**src/rtl/vga_fb_scanout_arb.sv**
```systemverilog
// Framebuffer scanout controller and single-port pixel RAM arbiter.
// Optional front/back buffer swapping: define VGA_FB_DOUBLE_BUFFER_EN.
module vga_fb_scanout_arb #(
    parameter int H_ACTIVE = 640,
    parameter int V_ACTIVE = 480,
    parameter int BPP      = 4,
    parameter int PPW      = 4,
    parameter int FB_WORDS = 76800,
    parameter int ADDR_W   = 18
) (
    input  logic                   clk,
    input  logic                   rst,
    input  logic [9:0]             x,
    input  logic [9:0]             y,
    input  logic                   draw,
    input  logic                   hs_in,
    input  logic                   vs_in,
`ifdef VGA_FB_DOUBLE_BUFFER_EN
    input  logic                   swap_req,
    output logic                   swap_done,
`endif
    input  logic                   wr_valid,
    output logic                   wr_ready,
    input  logic [ADDR_W-1:0]      wr_addr,
    input  logic [BPP*PPW-1:0]     wr_data,
    output logic [ADDR_W-1:0]      mem_addr,
    output logic                   mem_we,
    output logic [BPP*PPW-1:0]     mem_wdata,
    input  logic [BPP*PPW-1:0]     mem_rdata,
    output logic [BPP-1:0]         pixel,
    output logic                   pix_draw,
    output logic                   hs_out,
    output logic                   vs_out
);

    localparam int DW      = BPP * PPW;
    localparam int LOG_PPW = $clog2(PPW);
    localparam logic [ADDR_W-1:0] BACK_BASE = ADDR_W'(FB_WORDS);

    logic              fetch_slot;
    logic              wr_fire;
    logic [ADDR_W-1:0] base;
    logic [ADDR_W-1:0] wbase;
    logic              front_sel;

    logic [ADDR_W-1:0] fetch_ptr_q, fetch_ptr_d;
    logic [ADDR_W-1:0] mem_addr_q, mem_addr_d;
    logic              mem_we_q, mem_we_d;
    logic [DW-1:0]     mem_wdata_q, mem_wdata_d;
    logic [DW-1:0]     shreg_q, shreg_d;
    logic [1:0]        fetch_pipe_q, fetch_pipe_d;
    logic [2:0]        draw_pipe_q, draw_pipe_d;
    logic [2:0]        hs_pipe_q, hs_pipe_d;
    logic [2:0]        vs_pipe_q, vs_pipe_d;

    // Every PPW-th active pixel owns the memory; all other cycles go to the writer.
    assign fetch_slot = draw && (x < 10'(H_ACTIVE)) && (x[LOG_PPW-1:0] == '0);
    assign wr_ready   = !rst && !fetch_slot;
    assign wr_fire    = wr_valid && wr_ready;

`ifdef VGA_FB_DOUBLE_BUFFER_EN
    logic front_sel_q, front_sel_d;
    logic pending_q, pending_d;
    logic swap_now;

    assign swap_now  = pending_q && (y == 10'(V_ACTIVE)) && (x == '0);
    assign swap_done = swap_now;
    assign front_sel = front_sel_q;

    // Latch swap requests and flip buffers at the start of vertical blanking.
    always_comb begin
        pending_d   = pending_q || swap_req;
        front_sel_d = front_sel_q;
        if (swap_now) begin
            pending_d   = 1'b0;
            front_sel_d = !front_sel_q;
        end
    end

    // Swap state registers.
    always_ff @(posedge clk or posedge rst) begin
        if (rst) begin
            front_sel_q <= 1'b0;
            pending_q   <= 1'b0;
        end else begin
            front_sel_q <= front_sel_d;
            pending_q   <= pending_d;
        end
    end

    assign base  = front_sel ? BACK_BASE : '0;
    assign wbase = front_sel ? '0 : BACK_BASE;
`else
    assign front_sel = 1'b0;
    assign base      = front_sel ? BACK_BASE : '0;
    assign wbase     = base;
`endif

    // Memory port arbitration: fetch wins, else an accepted write, else idle.
    always_comb begin
        fetch_ptr_d = fetch_ptr_q;
        mem_addr_d  = mem_addr_q;
        mem_we_d    = 1'b0;
        mem_wdata_d = mem_wdata_q;
        if (fetch_slot) begin
            mem_addr_d  = base + fetch_ptr_q;
            fetch_ptr_d = fetch_ptr_q + 1'b1;
        end else if (wr_fire) begin
            mem_addr_d  = wbase + wr_addr;
            mem_we_d    = 1'b1;
            mem_wdata_d = wr_data;
        end
        if (y >= 10'(V_ACTIVE)) begin
            fetch_ptr_d = '0;
        end
    end

    // Pixel serialiser and 3-stage sync/draw alignment pipeline.
    always_comb begin
        fetch_pipe_d = {fetch_pipe_q[0], fetch_slot};
        draw_pipe_d  = {draw_pipe_q[1:0], draw};
        hs_pipe_d    = {hs_pipe_q[1:0], hs_in};
        vs_pipe_d    = {vs_pipe_q[1:0], vs_in};
        if (fetch_pipe_q[1]) begin
            shreg_d = mem_rdata;
        end else begin
            shreg_d = shreg_q >> BPP;
        end
    end

    // State registers.
    always_ff @(posedge clk or posedge rst) begin
        if (rst) begin
            fetch_ptr_q  <= '0;
            mem_addr_q   <= '0;
            mem_we_q     <= 1'b0;
            mem_wdata_q  <= '0;
            shreg_q      <= '0;
            fetch_pipe_q <= '0;
            draw_pipe_q  <= '0;
            hs_pipe_q    <= '1;
            vs_pipe_q    <= '1;
        end else begin
            fetch_ptr_q  <= fetch_ptr_d;
            mem_addr_q   <= mem_addr_d;
            mem_we_q     <= mem_we_d;
            mem_wdata_q  <= mem_wdata_d;
            shreg_q      <= shreg_d;
            fetch_pipe_q <= fetch_pipe_d;
            draw_pipe_q  <= draw_pipe_d;
            hs_pipe_q    <= hs_pipe_d;
            vs_pipe_q    <= vs_pipe_d;
        end
    end

    assign mem_addr  = mem_addr_q;
    assign mem_we    = mem_we_q;
    assign mem_wdata = mem_wdata_q;
    assign pix_draw  = draw_pipe_q[2];
    assign hs_out    = hs_pipe_q[2];
    assign vs_out    = vs_pipe_q[2];
    assign pixel     = draw_pipe_q[2] ? shreg_q[BPP-1:0] : '0;

endmodule

```
**config.mk**
```make
export PLATFORM = sky130hd
export DESIGN_NAME = vga_fb_scanout_arb
export DESIGN_NICKNAME = d
export VERILOG_FILES = /design/src/rtl/vga_fb_scanout_arb.sv
export SDC_FILE = /design/constraint.sdc
export NUM_CORES = 1
export LEC_CHECK = 0
export BUFFER_PORTS_ARGS = -buffer_cell sky130_fd_sc_hd__buf_2
export CAP_MARGIN = 30
export CORE_ASPECT_RATIO = 0.9
export CORE_UTILIZATION = 43
export CTS_BUF_LIST = sky130_fd_sc_hd__clkbuf_4 sky130_fd_sc_hd__clkbuf_8
export DETAILED_ROUTE_END_ITERATION = 8
export PLACE_DENSITY = 0.77
export SYNTH_ARGS = -nofsm -noshare
export SYNTH_HDL_FRONTEND = slang
export SYNTH_SLANG_ARGS = --single-unit
```
**constraint.sdc**
```tcl
create_clock -name clk -period 2.05 [get_ports clk]
set_input_delay 0.1025 -clock clk [delete_from_list [all_inputs] [get_ports clk]]
set_output_delay 0.1025 -clock clk [all_outputs]
set_load 0.01 [all_outputs]
```
==> impl_summary.log <==
[metrics] status: finished with violations
[metrics] failing checks: negative hold slack
[metrics] hold violation total from the final report: 29
[metrics] launching element type of the critical path: flop
[metrics] part of the Yosys area used for sequential elements: 61.2%
[metrics] area share of the largest cell type after synthesis: 56.4%
[metrics] vertical die dimension: 84.9 µm
[metrics] total routed wirelength: 7.18 mm
[metrics] mux cell area share after synthesis: 15.7%
[metrics] worst r2r src: fetch_ptr_q[0]
[metrics] dominant combinational cell family by area after synthesis: multiplexers
[metrics] synthesized area: 3280 µm²
[metrics] buffer depth of the longest clock path: 2
[metrics] number of antenna violations at the first check in global routing: 0
[metrics] slew at the pin closest to its max-slew limit: 0.629 ns
[metrics] warnings from Yosys: 0
[metrics] number of clock buffers inserted by TritonCTS: 9
[metrics] total via count in the routed design: 2483
[metrics] Final setup viols: 0
[metrics] area of the core region: 7220 µm²
[metrics] Fin Clk Skew: 0.0103 ns
[metrics] pins over their slew limit: 0
[metrics] Cell Rows: 29
[metrics] endpoint of the lowest-slack register-to-register path: fetch_ptr_q[14]
[metrics] Antenna diodes: 0
[metrics] Mean Syn Cell Area: 12.5 µm²
[metrics] clk slew on worst S/H paths: 0.08 ns
[metrics] half-perimeter wire length of the detailed placement result: 4.60 mm
[metrics] most instantiated library cell after synthesis: sky130_fd_sc_hd__dfrtp_1
[metrics] share of synthesized cell area in full adder, half adder and majority cells: 0.381%
[metrics] detailed-router iteration count before antenna repair: 4
[metrics] remaining number of nets flagged by the antenna check after routing: 0
[metrics] Layout Area Growth over Synthesis: 36.4%
[metrics] cell-by-cell listing of the critical path: ha_1 -> and4bb_2 -> nand4_1 -> buf_4 -> or3_1 -> a21oi_1
[metrics] leading area contributor after synthesis: sky130_fd_sc_hd__dfrtp_1
[metrics] first-pass GRT wire length: roughly 11 mm
[metrics] synthesis-stage register bit count: 80
[metrics] Synth top cells by count: sky130_fd_sc_hd__dfrtp_1 (74), sky130_fd_sc_hd__mux2_2 (28), sky130_fd_sc_hd__nand2_1 (25)
[metrics] dpl cells: 457
[metrics] count of flip-flops with a built-in enable after synthesis: 0
[metrics] portion of the clock cycle consumed by the worst path in the final layout: ~90%
[metrics] Netlist cell types: 35
[metrics] average wire length per cell after detail routing: 14.3 µm
[metrics] Setup Total Neg Slack: 0 ns
[metrics] class of the most critical hold timing path: in -> async
[metrics] FFs w/ async S/R, synth: 100%
[metrics] unrepaired setup endpoints after global routing: no
[metrics] type of the worst setup path: reg -> reg
[metrics] synthesized netlist cell count: 263
[metrics] slowest library cell on the worst path: sky130_fd_sc_hd__dfrtp_1
[metrics] insertion delay of the later-clocked pin in the worst-skew pair: 0.34 ns
[metrics] Leak: 2.18 nW
[metrics] post-detailed-route DRC marker count: 0
[metrics] maximum frequency from static timing analysis: around 530 MHz
[metrics] gpl congestion: 0.817
[metrics] cell at the root of the clock tree: sky130_fd_sc_hd__clkbuf_8
[metrics] H-tree lvl count: 3
[metrics] Starting Density: 45.5%
[metrics] power per unit of standard cell area: between 700 and 800 nW/µm²
[metrics] VDD IR-drop max: around 0.00032 V
[metrics] count of buffering cells on the critical path with inverters included: 1
[metrics] post-route worst hold slack: -0.0327 ns
[metrics] largest net degree at the start of global routing: 81
[metrics] reported max-cap violation count: 0
[metrics] number of global-route vias before repair: 2543
[metrics] worst relative slew slack: 58.0%
[metrics] arrival time worst endpoint: between 2 and 2.5 ns
[metrics] layout cells sized above 1: 42.8%
[metrics] nature of the critical path endpoint: flop
[metrics] count of placed standard cells in the final layout, fillers left out: 504
[metrics] main flop type after synthesis: sky130_fd_sc_hd__dfrtp_1
[metrics] vias per std cell: 4.93
[metrics] Sinks on Clock Net: 80
[metrics] post-synthesis share of cell area spent on and, or, nand and nor gates: 12.3%
[metrics] family of cells with the greatest summed delay on the critical path: simple AND/OR/NAND/NOR gates
[metrics] post-synthesis net count: 340
[metrics] highest cell delay on the worst timing path: 0.43 ns
[metrics] number of port buffers: 108
[metrics] TritonCTS clock tree: done
[metrics] First DRT Iteration DRCs: 25
[metrics] total congestion overflow: 0
[metrics] final net count: a little under 500
[metrics] top fanout value on the critical path: 6
[metrics] cells on worst reg2reg path: 6
[metrics] synth top area cells: sky130_fd_sc_hd__dfrtp_1 (56%), sky130_fd_sc_hd__mux2_2 (9.6%), sky130_fd_sc_hd__mux2i_1 (6.1%)
[metrics] floorplan die area: 7990 µm²
[metrics] Reg2Reg Setup Slack: 0.16 ns
[metrics] final critical delay including setup and external delays: 1.89 ns
[metrics] die extent in x: 94.1 µm
[metrics] post-synthesis compound-gate area fraction: 6.55%
[metrics] WP data required: 2.30 ns
[metrics] number of top-level design ports: 119
[metrics] xor/xnor share of the synthesized area: 1.87%
[metrics] GRT Util Overall: 19.0%
[flip-flops by register name, indices dropped and copies added, names as in the netlist, 2 cells and up]
name / flops
fetch_pipe_q: 2
hs_pipe_q: 3
mem_wdata: 16
mem_addr: 18
vs_pipe_q: 3
fetch_ptr_q: 18
shreg_q: 16
draw_pipe_q: 3
[worst register-to-register path, cell delays in order (launching register included)]
cell	delay, ns
sky130_fd_sc_hd__dfrtp_1	0.43
sky130_fd_sc_hd__ha_1	0.18
sky130_fd_sc_hd__and4bb_2	0.27
sky130_fd_sc_hd__nand4_1	0.21
sky130_fd_sc_hd__buf_4	0.22
sky130_fd_sc_hd__or3_1	0.33
sky130_fd_sc_hd__a21oi_1	0.15
[cells by family after synthesis]
kind of cell | Yosys count
adder cells (fa/ha/maj) | 1
flip-flops | 80
AO/OA/AOI/OAI | 39
multiplexers | 48
AND/OR/NAND/NOR | 72
buffers and inverters | 16
XOR/XNOR | 7
[per-stage QoR]
stage | util (%) | setup WS [ns] | power, W | instance area, µm²
6_report | 62.0 | 0.165 | 0.00341 | 4480
4_1_cts | 61.4 | 0.118 | 0.00344 | 4430
5_1_grt | 62.0 | 0.0333 | 0.00357 | 4480
3_5_place_dp | 54.7 | 0.174 | 0.00228 | 3950
3_3_place_gp | 54.7 | 0.253 | 0.00226 | 3950
2_1_floorplan | - | -0.284 | 0.00206 | 3320
[metal layers]
metal | track usage [%] | wire length (µm) | vias up
li1 | - | - | 1207
met1 | 22.8 | 3170 | 1183
met2 | 32.8 | 3510 | 83
met3 | 4.30 | 402 | 10
met4 | 7.83 | 94 | 0
met5 | 0 | 0 | -
[cell usage in the layout (no fill, tap or decap), types with 2 or more instances in the layout]
cell and instances:
sky130_fd_sc_hd__buf_2 108, sky130_fd_sc_hd__dfrtp_1 74, sky130_fd_sc_hd__dlygate4sd3_1 30, sky130_fd_sc_hd__mux2_2 28, sky130_fd_sc_hd__nand2_1 24, sky130_fd_sc_hd__mux2i_1 20, sky130_fd_sc_hd__o21ai_1 18, sky130_fd_sc_hd__and2_1 10
sky130_fd_sc_hd__a21oi_1 9, sky130_fd_sc_hd__nor2_1 9, sky130_fd_sc_hd__clkbuf_8 9, sky130_fd_sc_hd__o21ai_0 6, sky130_fd_sc_hd__dfstp_2 6, sky130_fd_sc_hd__or3_1 5, sky130_fd_sc_hd__xor2_1 5, sky130_fd_sc_hd__buf_4 5
sky130_fd_sc_hd__nand4_1 4, sky130_fd_sc_hd__nand3_1 4, sky130_fd_sc_hd__inv_1 3, sky130_fd_sc_hd__o31ai_1 3, sky130_fd_sc_hd__or4_1 3, sky130_fd_sc_hd__clkinv_2 3, sky130_fd_sc_hd__clkinvlp_4 2, sky130_fd_sc_hd__and3_1 2
sky130_fd_sc_hd__xnor2_1 2, sky130_fd_sc_hd__or3_2 2
[cell type report]
cell class	instances	area, µm²
Inverter	4	18.8
Clock buffer	10	131
Fill cell	574	2740
Timing Repair Buffer	144	906
Multi-Input combinational cell	167	1230
Clock inverter	6	61.3
Sequential cell	80	2010
Tap cell	93	116
[how the worst max path moves through the flow]
stage              startpoint  cells past startpoint               to  slack [ns]
3_3_place_gp   fetch_ptr_q[0]                      5  fetch_ptr_q[16]        0.25
5_1_grt        fetch_ptr_q[0]                      6  fetch_ptr_q[12]        0.03
6_report       fetch_ptr_q[0]                      6  fetch_ptr_q[14]        0.16
3_5_place_dp   fetch_ptr_q[0]                      6  fetch_ptr_q[14]        0.17
4_1_cts                  draw                      7         wr_ready        0.12
2_1_floorplan             rst                      5     mem_wdata[0]       -0.28
[repair_timing]
action                                  CTS  global route
buffers inserted                          0             0
endpoints found under the hold margin    29             1
hold buffers                             29             1
gates resized for setup                   0             1
endpoints found under the setup margin    0             1
[where the power goes]
| part | switching [W] | total, W | internal, W |
|---|---|---|---|
| logic | 0.000252 | 0.000524 | 0.000273 |
| clock network | 0.000536 | 0.00111 | 0.000572 |
| registers | 0.0000674 | 0.00178 | 0.00171 |
(Power assumes the default switching activity.)
